[src/rtl/operand_entry_pkg.sv]
// Shared constants and FSM encoding for the calculator operand entry front end.
package operand_entry_pkg;

  localparam int DIGITS  = 10;
  localparam int BCD_W   = 4;
  localparam int VAL_W   = DIGITS * BCD_W;
  localparam int COUNT_W = 4;

  localparam logic [COUNT_W-1:0] DIGITS_CNT = COUNT_W'(DIGITS);
  localparam logic [BCD_W-1:0]   MAX_DIGIT  = 4'd9;

  typedef enum logic [1:0] {
    ST_EMPTY  = 2'd0,
    ST_ENTRY  = 2'd1,
    ST_FULL   = 2'd2,
    ST_COMMIT = 2'd3
  } state_e;

endpackage

[src/rtl/operand_entry_debounce.sv]
// One pushbutton channel: 2-FF synchronizer, stability counter and a
// registered one-cycle pulse on each accepted press (release is silent).
module button_debounce #(
  parameter int DEBOUNCE_CYCLES = 500000,
  parameter int CNT_W           = 20
) (
  input  logic clk_i,
  input  logic rst_n_i,
  input  logic raw_i,
  output logic press_o
);

  logic             sync1_q, sync2_q;
  logic             level_q, level_d;
  logic             level_dly_q;
  logic             press_q;
  logic [CNT_W-1:0] cnt_q, cnt_d;

  always_comb begin
    // NOTE: every signal assigned here gets a default first, so no path can infer a latch.
    level_d = level_q;
    cnt_d   = '0;
    if (sync2_q != level_q) begin
      if (cnt_q == CNT_W'(DEBOUNCE_CYCLES - 1)) begin
        level_d = ~level_q;
      end else begin
        cnt_d = cnt_q + CNT_W'(1);
      end
    end
  end

  // NOTE: sequential state uses non-blocking assignments so every flop samples pre-edge values.
  always_ff @(posedge clk_i or negedge rst_n_i) begin
    if (!rst_n_i) begin
      sync1_q     <= 1'b0;
      sync2_q     <= 1'b0;
      level_q     <= 1'b0;
      level_dly_q <= 1'b0;
      cnt_q       <= '0;
      press_q     <= 1'b0;
    end else begin
      sync1_q     <= raw_i;
      sync2_q     <= sync1_q;
      level_q     <= level_d;
      level_dly_q <= level_q;
      cnt_q       <= cnt_d;
      press_q     <= level_q & ~level_dly_q;
    end
  end

  assign press_o = press_q;

endmodule

[src/rtl/operand_entry.sv]
// Debounced button front end building a BCD operand word and a one-cycle
// enter strobe for the calculator state controller.
module operand_entry
  import operand_entry_pkg::*;
#(
  parameter int DEBOUNCE_CYCLES = 500000,
  parameter int CNT_W           = 20
) (
  input  logic               i_clk,
  input  logic               i_rst_n,
  input  logic               digit_raw,
  input  logic               bksp_raw,
  input  logic               clear_raw,
  input  logic               enter_raw,
  input  logic [BCD_W-1:0]   digit_sw,
  output logic [VAL_W-1:0]   o_val,
  output logic               o_enter,
  output logic [COUNT_W-1:0] o_count,
  output logic               o_full,
  output logic               o_err
);

  logic [3:0] raw, press;
  assign raw = {enter_raw, clear_raw, bksp_raw, digit_raw};

  for (genvar g = 0; g < 4; g++) begin : g_btn
    button_debounce #(
      .DEBOUNCE_CYCLES(DEBOUNCE_CYCLES),
      .CNT_W          (CNT_W)
    ) u_btn (
      .clk_i  (i_clk),
      .rst_n_i(i_rst_n),
      .raw_i  (raw[g]),
      .press_o(press[g])
    );
  end

  logic digit_p, bksp_p, clear_p, enter_p;
  assign {enter_p, clear_p, bksp_p, digit_p} = press;

  state_e               state_q, state_d;
  logic [VAL_W-1:0]     val_q, val_d;
  logic [COUNT_W-1:0]   count_q, count_d;
  logic                 err_q, err_d;
  logic                 enter_q, enter_d;
  logic                 full_q;

  always_comb begin
    state_d = state_q;
    val_d   = val_q;
    count_d = count_q;
    err_d   = err_q;
    enter_d = 1'b0;
    if (state_q == ST_COMMIT) begin
      // Commit lasts one cycle; any press landing now is dropped.
      state_d = ST_EMPTY;
      val_d   = '0;
      count_d = '0;
      err_d   = 1'b0;
    end else if (clear_p) begin
      state_d = ST_EMPTY;
      val_d   = '0;
      count_d = '0;
      err_d   = 1'b0;
    end else if (enter_p) begin
      state_d = ST_COMMIT;
      enter_d = 1'b1;
    end else if (bksp_p) begin
      if (count_q != '0) begin
        val_d   = val_q >> BCD_W;
        count_d = count_q - COUNT_W'(1);
        err_d   = 1'b0;
        state_d = (count_q == COUNT_W'(1)) ? ST_EMPTY : ST_ENTRY;
      end
    end else if (digit_p) begin
      if (digit_sw > MAX_DIGIT || state_q == ST_FULL) begin
        err_d = 1'b1;
      end else if (!(state_q == ST_EMPTY && digit_sw == '0)) begin
        val_d   = {val_q[VAL_W-BCD_W-1:0], digit_sw};
        count_d = count_q + COUNT_W'(1);
        err_d   = 1'b0;
        state_d = (count_q + COUNT_W'(1) == DIGITS_CNT) ? ST_FULL : ST_ENTRY;
      end
    end
  end

  always_ff @(posedge i_clk or negedge i_rst_n) begin
    if (!i_rst_n) begin
      state_q <= ST_EMPTY;
      val_q   <= '0;
      count_q <= '0;
      err_q   <= 1'b0;
      enter_q <= 1'b0;
      full_q  <= 1'b0;
    end else begin
      state_q <= state_d;
      val_q   <= val_d;
      count_q <= count_d;
      err_q   <= err_d;
      enter_q <= enter_d;
      full_q  <= (state_d == ST_FULL);
    end
  end

  assign o_val   = val_q;
  assign o_enter = enter_q;
  assign o_count = count_q;
  assign o_full  = full_q;
  assign o_err   = err_q;

endmodule

[config.mk]
export PLATFORM = sky130hd
export DESIGN_NAME = operand_entry
export DESIGN_NICKNAME = d
export VERILOG_FILES = /design/src/rtl/operand_entry_pkg.sv /design/src/rtl/operand_entry_debounce.sv /design/src/rtl/operand_entry.sv
export SDC_FILE = /design/constraint.sdc
export NUM_CORES = 1
export LEC_CHECK = 0
export CORE_MARGIN = 5
export CORE_UTILIZATION = 25
export DETAILED_ROUTE_END_ITERATION = 16
export GPL_TIMING_DRIVEN = 0
export PLACE_DENSITY = 0.51
export SLEW_MARGIN = 20
export SYNTH_ARGS = -nofsm -noshare
export SYNTH_HDL_FRONTEND = slang
export SYNTH_SLANG_ARGS = --single-unit
[constraint.sdc]
create_clock -name i_clk -period 1.6 [get_ports i_clk]
set_input_delay 0.24 -clock i_clk [delete_from_list [all_inputs] [get_ports i_clk]]
set_output_delay 0.24 -clock i_clk [all_outputs]
set_load 0.02 [all_outputs]
==> reports/metrics.cfg, run 1 <==
[routing]
viasPerCell=4.505
drc_errors=0
ant_nets=0
wirelength_um=18230
wl_per_cell_um=14.88
drtPass1Iterations=4
dr_total_vias=5519
drtIter0Drc=346

[timing]
finalSetupViolCount=103
skew_ns=0.009292
setup_ws_ns=-0.1869
tightest_slew_ns=0.7889
finalCritPeriodShare_pct=111.7
hold_viol=0
rsz0062_at_grt=yes
slew_viol_final=0
slew_headroom_pct=47.40
fmax_mhz=559.6
post-route-min-period_ns=1.787

[pwr]
p_per_area_nw_per_um2=774.8
switchingPower_mw=1.919
power.leakage_nw=4.385
pwr-share-comb_pct=4.3
p_int_mw=6.265
power_frac_seq_pct=46.9
ir_drop_mv=0.7206
clock_power_share_pct=48.7
switching_share_pct=23.44

[yosys]
synth.most_common_cell=dfrtp_1
synth_edf_count=0
netlist_area_sq_um=7062
yosys.area.top_type=dfrtp_1
syn_area_per_cell_sq_um=10.34
synth_compound_area_share_pct=7.229
synth_area_leaders=dfrtp_1 53%, mux2i_1 5.2%, nor2_1 5.2%
ys.flop_type=dfrtp_1
synth_mux_area_share_pct=5.882
synth_xor_area_share_pct=9.302
ys_seq_area_share_pct=52.80
synth_seq_cells=149
yosys.area_share.simple_pct=20.20
synthTopCellsByCount=149 x dfrtp_1, 97 x nor2_1, 87 x nand2_1
synth_cells=683
yosys_warnings=0
synthAdderAreaFrac_pct=1.240
synth_top_family_by_area=simple AND/OR/NAND/NOR gates
yosysUniqueCellTypes=47
async_reset_ff_share_pct=100.0
syn_nets=700
synth_top_area_share_pct=52.80

[final_layout]
seq_area_sq_um=3749
final_nets=851
fillCellCount=2705
multi_input_area_sq_um=4059
drive_gt1_share_pct=37.07
syn_to_final_growth_pct=49.56
diodes=0
final_util_pct=37.91

[global_route]
grt_pass1_wl_um=28750
grt_use_total_pct=11.18
antenna_found_initial=1
grt_overflow_total=0
grt_max_degree=82
grt_pass1_vias=5686

[die]
ioPinCount=57
start_util_pct=25.35
dieArea_sq_um=31710
coreArea_sq_um=27860
rows=61
die_height_um=178.1
die_w_um=178.1

[min_path]
hold_path.class=in -> reg

[placed_design]
place.gp.congestion=0.7632
hpwl_um=10850
portBuffers=56
pre_cts_slack_ns=-0.5912

[clocking]
clk_latency_ns=0.43
cts_max_path_buffers=2
htree_levels=4
cts_made_buffers=17
path_clk_slew_ns=0.07
cts_tree=done
clock_sinks=149
root_buffer=clkbuf_16

[outcome]
violations=negative setup slack
status=complete, but fails checks

[flow_run]
drv_cap=0

[worst_setup_path]
worstPathRequired_ns=1.94
cp-start-kind=flip-flop
crit_fanout=5
path_class=reg -> reg
arrival_ns=2.13
end_kind=flip-flop

-- per-stage QoR --
stage	instance area (sq um)	power (mW)	TNS, ns	std cells	hold WS (ns)
floorplan	7103	3.986	-5.725	683	-0.05559
CTS	9704	8.252	-14.30	1206	0.2336
finish	10560	8.183	-11.41	1225	0.2500
detailed placement	8169	4.130	-38.77	1118	0.2734
global placement	8137	4.124	-952.83	1117	0.3370
global route	10560	8.476	-18.73	1225	0.2405
-- registers in the layout, summed over array words and instances, names as in the netlist --
signal and flops:
g_btn.u_btn.cnt_q 80, o_val 40, g_btn.u_btn.level_dly_q 4, g_btn.u_btn.level_q 4, g_btn.u_btn.press_o 4, g_btn.u_btn.sync1_q 4, g_btn.u_btn.sync2_q 4, o_count 4
state_q 2, o_enter 1, o_err 1, o_full 1
-- power groups by stage --
stage	clock network (mW)	logic (mW)	registers, mW
4_1_cts	4.08	0.338	3.83
2_1_floorplan	0	0.0898	3.90
6_report	3.99	0.355	3.84
3_3_place_gp	0	0.219	3.90
3_5_place_dp	0	0.228	3.90
5_1_grt	4.24	0.394	3.84
-- metal layers --
metal,up-vias,wire (um),GRT usage (%)
met3,20,628,3.010
met2,71,8879,18.00
met5,-,0,0
li1,2669,-,-
met4,0,263,3.223
met1,2759,8455,14.80
-- cell families (layout without fill, tap and decap cells) --
family / count (synthesis) / count (layout)
AOI/OAI and AO/OA: 69 / 69
xor gates and xnor gates: 75 / 75
adders and majority gates: 7 / 7
buffers and inverters: 40 / 204
DFF: 149 / 149
muxes: 41 / 41
and+or+nand+nor: 302 / 302
-- cells in the final DEF (no fill, tap or decap), drive strengths merged, types with 15 or more instances in the layout --
master	netlist	final
nor2	97	97
xnor2	41	41
clkbuf	7	30
nand4	20	20
xor2	34	34
inv	15	17
nand2	87	87
nand3	29	29
nor3	16	16
dlygate4sd2	0	47
o21ai	15	15
buf	18	88
mux2i	37	37
o31ai	37	37
dfrtp	149	149
-- worst paths after layout --
path                                        start                       end  slack [ns]  cells after the start
max                                    o_count[1]                 o_val[18]       -0.19                      7
min                                     enter_raw    g_btn[3].u_btn.sync1_q        0.25                      1
max reg2reg                            o_count[1]                 o_val[18]       -0.19                      7
min reg2reg                g_btn[0].u_btn.sync1_q    g_btn[0].u_btn.sync2_q        0.35                      0
max in group asynchronous                 i_rst_n   g_btn[0].u_btn.cnt_q[2]        0.42                      3
min in group asynchronous                 i_rst_n  g_btn[1].u_btn.cnt_q[16]        0.39                      2
-- critical path, cell delays in order (launching register included) --
cell       delay, ns
dfrtp_2         0.39
inv_2           0.06
ha_4            0.16
a311oi_4        0.33
o221ai_4        0.19
buf_6           0.19
clkbuf_16       0.16
o31ai_2         0.20
-- cell type report --
type / instances / share of cell area, %
multi-input combinational: 494 / 38.43
sequential: 149 / 35.49
timing repair buffer: 137 / 13.48
tap: 378 / 4.478
clock buffer: 17 / 4.028
buffer: 20 / 2.061
clock inverter: 15 / 1.493
inverter: 15 / 0.5331
-- repair_timing --
| item | in CTS | in global routing |
|---|---|---|
| gates cloned | 2 | 6 |
| setup endpoints to repair | 172 | 119 |
| pin swaps | 50 | 37 |
| hold endpoints to repair | 80 | 0 |
| setup buffers | 53 | 25 |
| gates resized for setup | 165 | 177 |
| hold buffers | 1 | 0 |
(Power assumes the default switching activity.)
==> run 2: changes to the inputs <==
HOLD_SLACK_MARGIN = 0.15   (was unset)
==> results of run 2 <==
Final layout, timing and power as in run 1 (identical DEF).
